--- src/rtl/cpu_loader_pkg.sv ---
// Shared types for the CPU program loader: FSM state encoding and the
// word-index to byte-address shift used on both memory ports.
package cpu_loader_pkg;

  typedef enum logic [3:0] {
    IDLE      = 4'd0,
    LOAD_I    = 4'd1,
    HDR_M     = 4'd2,
    LOAD_D    = 4'd3,
    HDR_C     = 4'd4,
    HDR_D     = 4'd5,
    RUN       = 4'd6,
    DUMP_RD   = 4'd7,
    DUMP_WAIT = 4'd8,
    DUMP_OUT  = 4'd9,
    ERR       = 4'd10
  } loader_state_t;

  localparam int ADDR_SHIFT = 2;

endpackage

--- src/rtl/cpu_prog_loader.sv ---
// Boot front-end: loads imem/dmem from a word stream, runs the CPU for C
// cycles, then streams a window of dmem back out.
module cpu_prog_loader
  import cpu_loader_pkg::*;
#(
  parameter int IMEM_DEPTH = 512,
  parameter int DMEM_DEPTH = 1024,
  parameter int CNT_W      = 32
) (
  input  logic        clk,
  input  logic        arst_n,
  input  logic        s_valid,
  input  logic [31:0] s_data,
  output logic        s_ready,
  output logic        m_valid,
  output logic [31:0] m_data,
  input  logic        m_ready,
  output logic        cpu_enable,
  output logic [31:0] imem_addr,
  output logic        imem_wen,
  output logic [31:0] imem_wdata,
  output logic [31:0] dmem_addr,
  output logic        dmem_wen,
  output logic        dmem_ren,
  output logic [31:0] dmem_wdata,
  input  logic [31:0] dmem_rdata,
  output logic        busy,
  output logic        done,
  output logic        error
);

  localparam int IW = $clog2(IMEM_DEPTH) + 1;
  localparam int DW = $clog2(DMEM_DEPTH) + 1;

  loader_state_t    state_r, state_s;
  logic [IW-1:0]    n_r, n_s, iidx_r, iidx_s;
  logic [DW-1:0]    m_r, m_s, didx_r, didx_s;
  logic [DW-1:0]    d_r, d_s, k_r, k_s;
  logic [CNT_W-1:0] c_r, c_s, run_cnt_r, run_cnt_s;
  logic [31:0]      m_data_r, m_data_s;
  logic             xfer_s;

  // Input handshake; gated by reset so nothing is accepted while it is held.
  always_comb begin
    s_ready = 1'b0;
    case (state_r)
      IDLE, LOAD_I, HDR_M, LOAD_D, HDR_C, HDR_D: s_ready = arst_n;
      default:                                   s_ready = 1'b0;
    endcase
  end

  assign xfer_s     = s_valid && s_ready;
  assign m_valid    = (state_r == DUMP_OUT);
  assign m_data     = m_data_r;
  assign busy       = (state_r != IDLE) && (state_r != ERR);
  assign error      = (state_r == ERR);

  // Next-state, counter updates and memory-port strobes.
  always_comb begin
    state_s    = state_r;
    n_s        = n_r;
    m_s        = m_r;
    d_s        = d_r;
    c_s        = c_r;
    iidx_s     = iidx_r;
    didx_s     = didx_r;
    k_s        = k_r;
    run_cnt_s  = run_cnt_r;
    m_data_s   = m_data_r;
    imem_wen   = 1'b0;
    imem_addr  = 32'd0;
    imem_wdata = 32'd0;
    dmem_wen   = 1'b0;
    dmem_ren   = 1'b0;
    dmem_addr  = 32'd0;
    dmem_wdata = 32'd0;
    cpu_enable = 1'b0;
    done       = 1'b0;
    case (state_r)
      IDLE: begin
        if (!xfer_s) begin
          state_s = IDLE;
        end else if (s_data == 32'd0 || s_data > 32'(IMEM_DEPTH)) begin
          state_s = ERR;
        end else begin
          n_s     = s_data[IW-1:0];
          iidx_s  = '0;
          state_s = LOAD_I;
        end
      end
      LOAD_I: begin
        if (xfer_s) begin
          imem_wen   = 1'b1;
          imem_addr  = {{(32-IW){1'b0}}, iidx_r} << ADDR_SHIFT;
          imem_wdata = s_data;
          iidx_s     = iidx_r + IW'(1);
          state_s    = (iidx_r == n_r - IW'(1)) ? HDR_M : LOAD_I;
        end else begin
          state_s = LOAD_I;
        end
      end
      HDR_M: begin
        if (!xfer_s) begin
          state_s = HDR_M;
        end else if (s_data > 32'(DMEM_DEPTH)) begin
          state_s = ERR;
        end else begin
          m_s     = s_data[DW-1:0];
          didx_s  = '0;
          state_s = (s_data == 32'd0) ? HDR_C : LOAD_D;
        end
      end
      LOAD_D: begin
        if (xfer_s) begin
          dmem_wen   = 1'b1;
          dmem_addr  = {{(32-DW){1'b0}}, didx_r} << ADDR_SHIFT;
          dmem_wdata = s_data;
          didx_s     = didx_r + DW'(1);
          state_s    = (didx_r == m_r - DW'(1)) ? HDR_C : LOAD_D;
        end else begin
          state_s = LOAD_D;
        end
      end
      HDR_C: begin
        if (xfer_s) begin
          c_s     = CNT_W'(s_data);
          state_s = HDR_D;
        end else begin
          state_s = HDR_C;
        end
      end
      HDR_D: begin
        if (!xfer_s) begin
          state_s = HDR_D;
        end else if (s_data > 32'(DMEM_DEPTH)) begin
          state_s = ERR;
        end else begin
          d_s       = s_data[DW-1:0];
          run_cnt_s = '0;
          k_s       = '0;
          // C==0 bypasses RUN entirely so the CPU never sees an enable cycle.
          if (c_r != '0) begin
            state_s = RUN;
          end else if (s_data != 32'd0) begin
            state_s = DUMP_RD;
          end else begin
            state_s = IDLE;
            done    = 1'b1;
          end
        end
      end
      RUN: begin
        cpu_enable = 1'b1;
        run_cnt_s  = run_cnt_r + CNT_W'(1);
        if (run_cnt_r != c_r - CNT_W'(1)) begin
          state_s = RUN;
        end else if (d_r != '0) begin
          state_s = DUMP_RD;
        end else begin
          state_s = IDLE;
          done    = 1'b1;
        end
      end
      DUMP_RD: begin
        dmem_ren  = 1'b1;
        dmem_addr = {{(32-DW){1'b0}}, k_r} << ADDR_SHIFT;
        state_s   = DUMP_WAIT;
      end
      DUMP_WAIT: begin
        m_data_s = dmem_rdata;
        state_s  = DUMP_OUT;
      end
      DUMP_OUT: begin
        if (!m_ready) begin
          state_s = DUMP_OUT;
        end else if (k_r + DW'(1) == d_r) begin
          k_s     = k_r + DW'(1);
          state_s = IDLE;
          done    = 1'b1;
        end else begin
          k_s     = k_r + DW'(1);
          state_s = DUMP_RD;
        end
      end
      ERR:     state_s = ERR;
      default: state_s = ERR;
    endcase
  end

  // State and counter registers with synchronous active-low reset.
  always_ff @(posedge clk) begin
    if (!arst_n) begin
      state_r   <= IDLE;
      n_r       <= '0;
      m_r       <= '0;
      d_r       <= '0;
      c_r       <= '0;
      iidx_r    <= '0;
      didx_r    <= '0;
      k_r       <= '0;
      run_cnt_r <= '0;
      m_data_r  <= 32'd0;
    end else begin
      state_r   <= state_s;
      n_r       <= n_s;
      m_r       <= m_s;
      d_r       <= d_s;
      c_r       <= c_s;
      iidx_r    <= iidx_s;
      didx_r    <= didx_s;
      k_r       <= k_s;
      run_cnt_r <= run_cnt_s;
      m_data_r  <= m_data_s;
    end
  end

endmodule
--- config.mk ---
export PLATFORM = sky130hd
export DESIGN_NAME = cpu_prog_loader
export DESIGN_NICKNAME = d
export VERILOG_FILES = /design/src/rtl/cpu_loader_pkg.sv /design/src/rtl/cpu_prog_loader.sv
export SDC_FILE = /design/constraint.sdc
export NUM_CORES = 1
export LEC_CHECK = 0
export BUFFER_PORTS_ARGS = -buffer_cell sky130_fd_sc_hd__buf_2
export CAP_MARGIN = 20
export CORE_AREA = 2 2 133 135
export CTS_CLUSTER_SIZE = 24
export DETAILED_ROUTE_END_ITERATION = 12
export DIE_AREA = 0 0 135 137
export GPL_ROUTABILITY_DRIVEN = 0
export GPL_TIMING_DRIVEN = 0
export HOLD_SLACK_MARGIN = 0.06
export PLACE_DENSITY_LB_ADDON = 0.3
export SYNTH_ARGS = -nofsm -noshare
export SYNTH_HDL_FRONTEND = slang
export SYNTH_SLANG_ARGS = --single-unit
--- constraint.sdc ---
create_clock -name clk -period 5.3 [get_ports clk]
set_input_delay 0.265 -clock clk [delete_from_list [all_inputs] [get_ports clk]]
set_output_delay 0.265 -clock clk [all_outputs]
set_load 0.02 [all_outputs]
Yosys cells after proc, flatten, opt, wreduce, memory -nomap -nowiden
Cells that the tools add are included.
{"block": "totals", "word_cells": 121, "register_bits": 164, "inputBits": 68, "out_inout_bits": 169}
{"block": "classes", "n_lt_le_gt_ge": 2, "eq_ne": 24, "n_addsub": 7, "mux": 54, "bitwise": 2, "reduce_logical": 22}
{"operator": "two-way mux 32 bit", "count": 5}
{"operator": "one-hot mux 32 bit (2 select lines)", "count": 1}
{"operator": "nonzero test 32 bit", "count": 2}
{"operator": "two-way mux 11 bit", "count": 4}
{"operator": "one-hot mux 11 bit (2 select lines)", "count": 2}
{"operator": "one-hot mux 4 bit (10 select lines)", "count": 1}
{"operator": "adder 32 x 1 -> 32 bit, second input constant", "count": 1}
{"operator": "> comparator 32 x 10 -> 1 bit, second input constant", "count": 1}
{"operator": "> comparator 32 x 11 -> 1 bit, second input constant", "count": 1}
{"operator": "zero test 32 bit", "count": 1}
{"operator": "!= test 32 bit", "count": 1}
{"operator": "subtractor 32 x 1 -> 32 bit, second input constant", "count": 1}
{"operator": "two-way mux 10 bit", "count": 3}
{"operator": "two-way mux 4 bit", "count": 7}
{"operator": "one-hot mux 13 bit (2 select lines)", "count": 1}
{"operator": "two-way mux 12 bit", "count": 2}
{"operator": "two-way mux 3 bit", "count": 8}
{"operator": "adder 11 x 1 -> 11 bit, second input constant", "count": 2}
{"operator": "== test 11 bit", "count": 2}
{"operator": "one-hot mux 10 bit (2 select lines)", "count": 1}
{"operator": "== test 4 x 3 -> 1 bit, second input constant", "count": 4}
{"operator": "!= test 2 bit, second input constant", "count": 8}
{"operator": "two-way mux 1 bit", "count": 15}
{"operator": "two-way mux 13 bit", "count": 1}
{"operator": "other kinds (22)", "count": 36}

Longest topological paths before layout
{"block": "logic_depth", "word_depth": 6, "depth_mapped": 11, "mapped_depth_nobuf": 10}

Worst setup path before layout
OpenSTA, ideal clock, no wires.
{"block": "synth_timing", "path_kind": "register -> output", "start": "register c_r[0]", "end": "output port done", "required_ps": 5035, "setup_slack_ps": 2076, "n_path_buf": 1, "stages_incl_launch_ff": 12, "arrival_time_ps": 2959, "cell_sequence": "dfxtp_1 > inv_1 > ha_1 > or4b_2 > clkbuf_1 > nor3_1 > nand2_1 > xnor2_1 > nor4_1 > and3b_1 > nand2_1 > o21ai_0"}
{"block": "synth_between", "elab_chain_cells": 5, "elab_cells_between_ends": 8, "classes_between": "add/sub (1); eq/ne (1); mux (5); reduce/logical (1)"}
{"item": "start: declaration", "line": "cpu_prog_loader.sv:39", "rtl": "logic [CNT_W-1:0] c_r, c_s, run_cnt_r, run_cnt_s;"}
{"item": "start signal: assignment", "line": "cpu_prog_loader.sv:208", "rtl": "c_r <= c_s;"}
{"item": "branches (longest 4 deep; another with subtractor 32 x 1 -> 32 bit)"}
{"item": "one-hot mux 1 bit (3 select lines) *", "line": "cpu_prog_loader.sv:79", "rtl": "case (state_r)"}
{"item": "end: declaration", "line": "cpu_prog_loader.sv:28", "rtl": "output logic done,"}
Every way passes the cells marked *.

Final worst setup path
Ends and elaborated chain as after synthesis.

==> summary.md <==
• die boundary height: 137 um
• Tightest Hold Check Type: input pin to flop
• effective utilization at floorplan: 0.580
• number of levels the H-tree was split into: 4
• final layout net count: 1642
• buffer and inverter count on the worst path: 3
• count of warnings emitted by yosys: 0
• cts-stage hold buffer count: 25
• most repeated cell in the gate-level netlist after synthesis: sky130_fd_sc_hd__nor2_1
• accumulated negative setup slack: 0 ns
• critical path cell sequence: inv_1, ha_1, or4b_2, clkbuf_1, nor4_1, xnor2_1, and3_1, nand4_1, a2111oi_2, nand2_1, o21ai_0, buf_2
• number of flops mapped to enable cells by yosys: 0
• peak per-stage delay on the critical path: 0.66 ns
• number of detailed-route iterations in the first pass: 6
• CTS Root Cell: sky130_fd_sc_hd__clkbuf_16
• vias per std cell: 5.60
• Pins Over Slew Limit: 0
• Hold Vio Cnt, Final: 0
• post-detailed-route wirelength per cell: 16.2 um
• Synth area leader: sky130_fd_sc_hd__dfxtp_1
• GRT overflow: 0
• Post-Syn Area per Cell: 7.69 sq um
• postcts setup bufs: 0
• register clock-pin slew on the reported worst setup and hold paths: 0.07 ns
• outcome: completed
• largest net degree at the start of global routing: 19
• element type at the critical path end: primary output
• timing-limited maximum frequency: 0.230 GHz
• Antenna Violating Nets Remaining: 0
• floorplan die width: 135 um
• number of antenna violations at the first check in global routing: 0
• CP Launch Type: flop
• end-of-flow core utilization: 0.713
• Seq/Total Area, Yosys: 0.332
• CTS tree: built
• die area: 18500 sq um
• number of library cell types mapped by synthesis: 69
• Ant. Diodes: 0
• skew final: 0.0134 ns
• data arrival time of the worst path: 4.09 ns
• Layout Cell Area excl Fill: 12200 sq um
• Worst slew margin: 0.201
• worst-case setup margin in the final layout: 0.949 ns
• ranking of synthesized cells by area: sky130_fd_sc_hd__dfxtp_1 33%, sky130_fd_sc_hd__nor2_1 6.5%, sky130_fd_sc_hd__xor2_1 6.1%, sky130_fd_sc_hd__xnor2_1 5.8%, sky130_fd_sc_hd__nand2_1 5.8%
• number of max-capacitance violations reported: 0
• Power Density: 258 nW/um^2
• minimum period implied by the final worst setup slack: 4.35 ns
• fraction of final layout cells with drive strength greater than 1: 0.182
• proportion of synthesized flip-flops having asynchronous set or reset: 0
• top_reg_cell synth: sky130_fd_sc_hd__dfxtp_1
• DRC viols: 0
• number of storage elements in the synthesis netlist: 164
• slew at the pin closest to its max-slew limit: 1.19 ns
• Setup violations, final: 0
• Largest delay share family, worst path: simple AND/OR/NAND/NOR gates
• DRC violation total after the first TritonRoute iteration: 877
• core outline area: 17100 sq um
• Clock Sink Count: 164
• area delta synth->final: 22.9%
• highest-delay cell along the critical path: sky130_fd_sc_hd__or4b_2
• Buffers on Ports: 193
• Peak supply drop: 295 uV
• global-route usage over all layers: 0.313
• number of global-route vias before repair: 9233
• number of top-level pins: 237
• global-route wire length before repair: 46.2 mm
• CP Max Fanout: 10
• post-CTS sizing: 0
• setup repair after global routing missed its margin: no
• number of rows created at floorplan: 48
• placement-stage cell area: 11300 sq um
• half-perimeter wire length after placement: 21.5 mm
• static leakage: 5.50 nW
• crit share post-route: 0.821
• Place WS: 1.51 ns
• commonest cells in the netlist: 172 x sky130_fd_sc_hd__nor2_1, 164 x sky130_fd_sc_hd__dfxtp_1, 152 x sky130_fd_sc_hd__nand2_1
• data required time at the worst endpoint: 5.04 ns
• type of the worst setup path: flop to primary output
• clock buffers created by TritonCTS: 17
• post-synthesis cell area: 9890 sq um
• synthesized netlist cell count: 1287
• maximum clock path buffer count: 2
• total via count after detailed routing: 10100
• area share of the largest cell type after synthesis: 0.332
• detailed-route wire length: 29.3 mm
• Clock Latency Late Sink: 0.44 ns
## worst register-to-register path, cell delays in order (launching register included)
cell and delay (ns):
sky130_fd_sc_hd__dfxtp_1 0.30, sky130_fd_sc_hd__clkbuf_1 0.19, sky130_fd_sc_hd__nand2b_1 0.25, sky130_fd_sc_hd__or3_1 0.41, sky130_fd_sc_hd__nor4_1 0.90, sky130_fd_sc_hd__nor2_1 0.19, sky130_fd_sc_hd__nor4bb_1 0.76, sky130_fd_sc_hd__nand4_1 0.25
sky130_fd_sc_hd__xor2_1 0.19, sky130_fd_sc_hd__nor2_1 0.06
## state kept, by name, indices dropped and copies added (netlist names)
signal     cells
k_r           11
m_data        32
n_r           10
d_r           11
m_r           11
didx_r        11
run_cnt_r     32
c_r           32
iidx_r        10
state_r        4
## where the power goes
part	total (W)	internal [W]	switching, W	leakage, nW
registers	0.00131	0.00128	0.0000295	1.32
logic	0.000550	0.000189	0.000361	3.88
clock network	0.00128	0.000680	0.000597	0.296
## cells by family (layout without fill, tap and decap cells)
logic type                 Yosys count  count (layout)  share of synthesized area
and+or+nand+nor                    620             620                      0.313
adders and majority gates            7               7                    0.00885
other                                1              43                   0.000379
AOI/OAI and AO/OA                  179             179                      0.112
DFF                                164             164                      0.332
muxes                               46              46                     0.0467
xor gates and xnor gates           135             135                      0.120
buffers and inverters              135             386                     0.0678
## stage by stage
stage,power (W),instances,hold slack [ns]
after floorplan,0.00168,1329,0.401
after global placement,0.00184,1747,0.439
after detailed placement,0.00185,1748,0.443
after CTS,0.00312,1805,0.0602
after global routing,0.00324,1805,0.0683
final,0.00313,1805,0.0697
## worst paths after layout
path                   from            end  slack (ns)  cells past startpoint
min reg2reg      m_data[30]     m_data[30]        0.46                      2
max reg2reg      state_r[1]  run_cnt_r[31]        1.68                      9
max                  c_r[0]           done        0.95                     12
min          dmem_rdata[25]     m_data[25]        0.07                      3
## cells in the final DEF, fill, tap and decap left out, types with 14 or more instances in the layout
cell / Yosys / final
sky130_fd_sc_hd__buf_2: 2 / 195
sky130_fd_sc_hd__nor2_1: 172 / 172
sky130_fd_sc_hd__dfxtp_1: 164 / 164
sky130_fd_sc_hd__nand2_1: 152 / 152
sky130_fd_sc_hd__a21oi_1: 90 / 90
sky130_fd_sc_hd__and2_1: 76 / 76
sky130_fd_sc_hd__xor2_1: 69 / 69
sky130_fd_sc_hd__xnor2_1: 66 / 66
sky130_fd_sc_hd__clkbuf_1: 65 / 65
sky130_fd_sc_hd__mux2i_1: 45 / 45
sky130_fd_sc_hd__buf_4: 43 / 44
sky130_fd_sc_hd__conb_1: 1 / 43
sky130_fd_sc_hd__nor3_1: 37 / 37
sky130_fd_sc_hd__nand3_1: 35 / 35
sky130_fd_sc_hd__nor4_1: 26 / 26
sky130_fd_sc_hd__dlygate4sd3_1: 0 / 25
sky130_fd_sc_hd__o21ai_0: 24 / 24
sky130_fd_sc_hd__inv_1: 20 / 20
sky130_fd_sc_hd__clkbuf_16: 0 / 17
sky130_fd_sc_hd__or3_1: 16 / 16
sky130_fd_sc_hd__and3_1: 16 / 16
sky130_fd_sc_hd__or4_1: 15 / 15
sky130_fd_sc_hd__nand4_1: 15 / 15
sky130_fd_sc_hd__nand2b_1: 14 / 14
## routing by layer
metal	GRT usage	vias to the layer above	wire length [um]
li1	-	4897	-
met1	0.386	4676	12100
met5	0	-	0
met3	0.0704	90	2110
met2	0.519	449	13900
met4	0.151	0	1110
## layout make-up
type	count	area, sq um
Sequential cell	164	3280
Buffer	114	592
Timing Repair Buffer	219	1220
Fill cell	1403	4890
Inverter	21	78.8
Clock inverter	15	181
Clock buffer	17	425
Tap cell	225	282
Multi-Input combinational cell	1030	6100
Note: power is estimated with default switching activity, not from simulation.
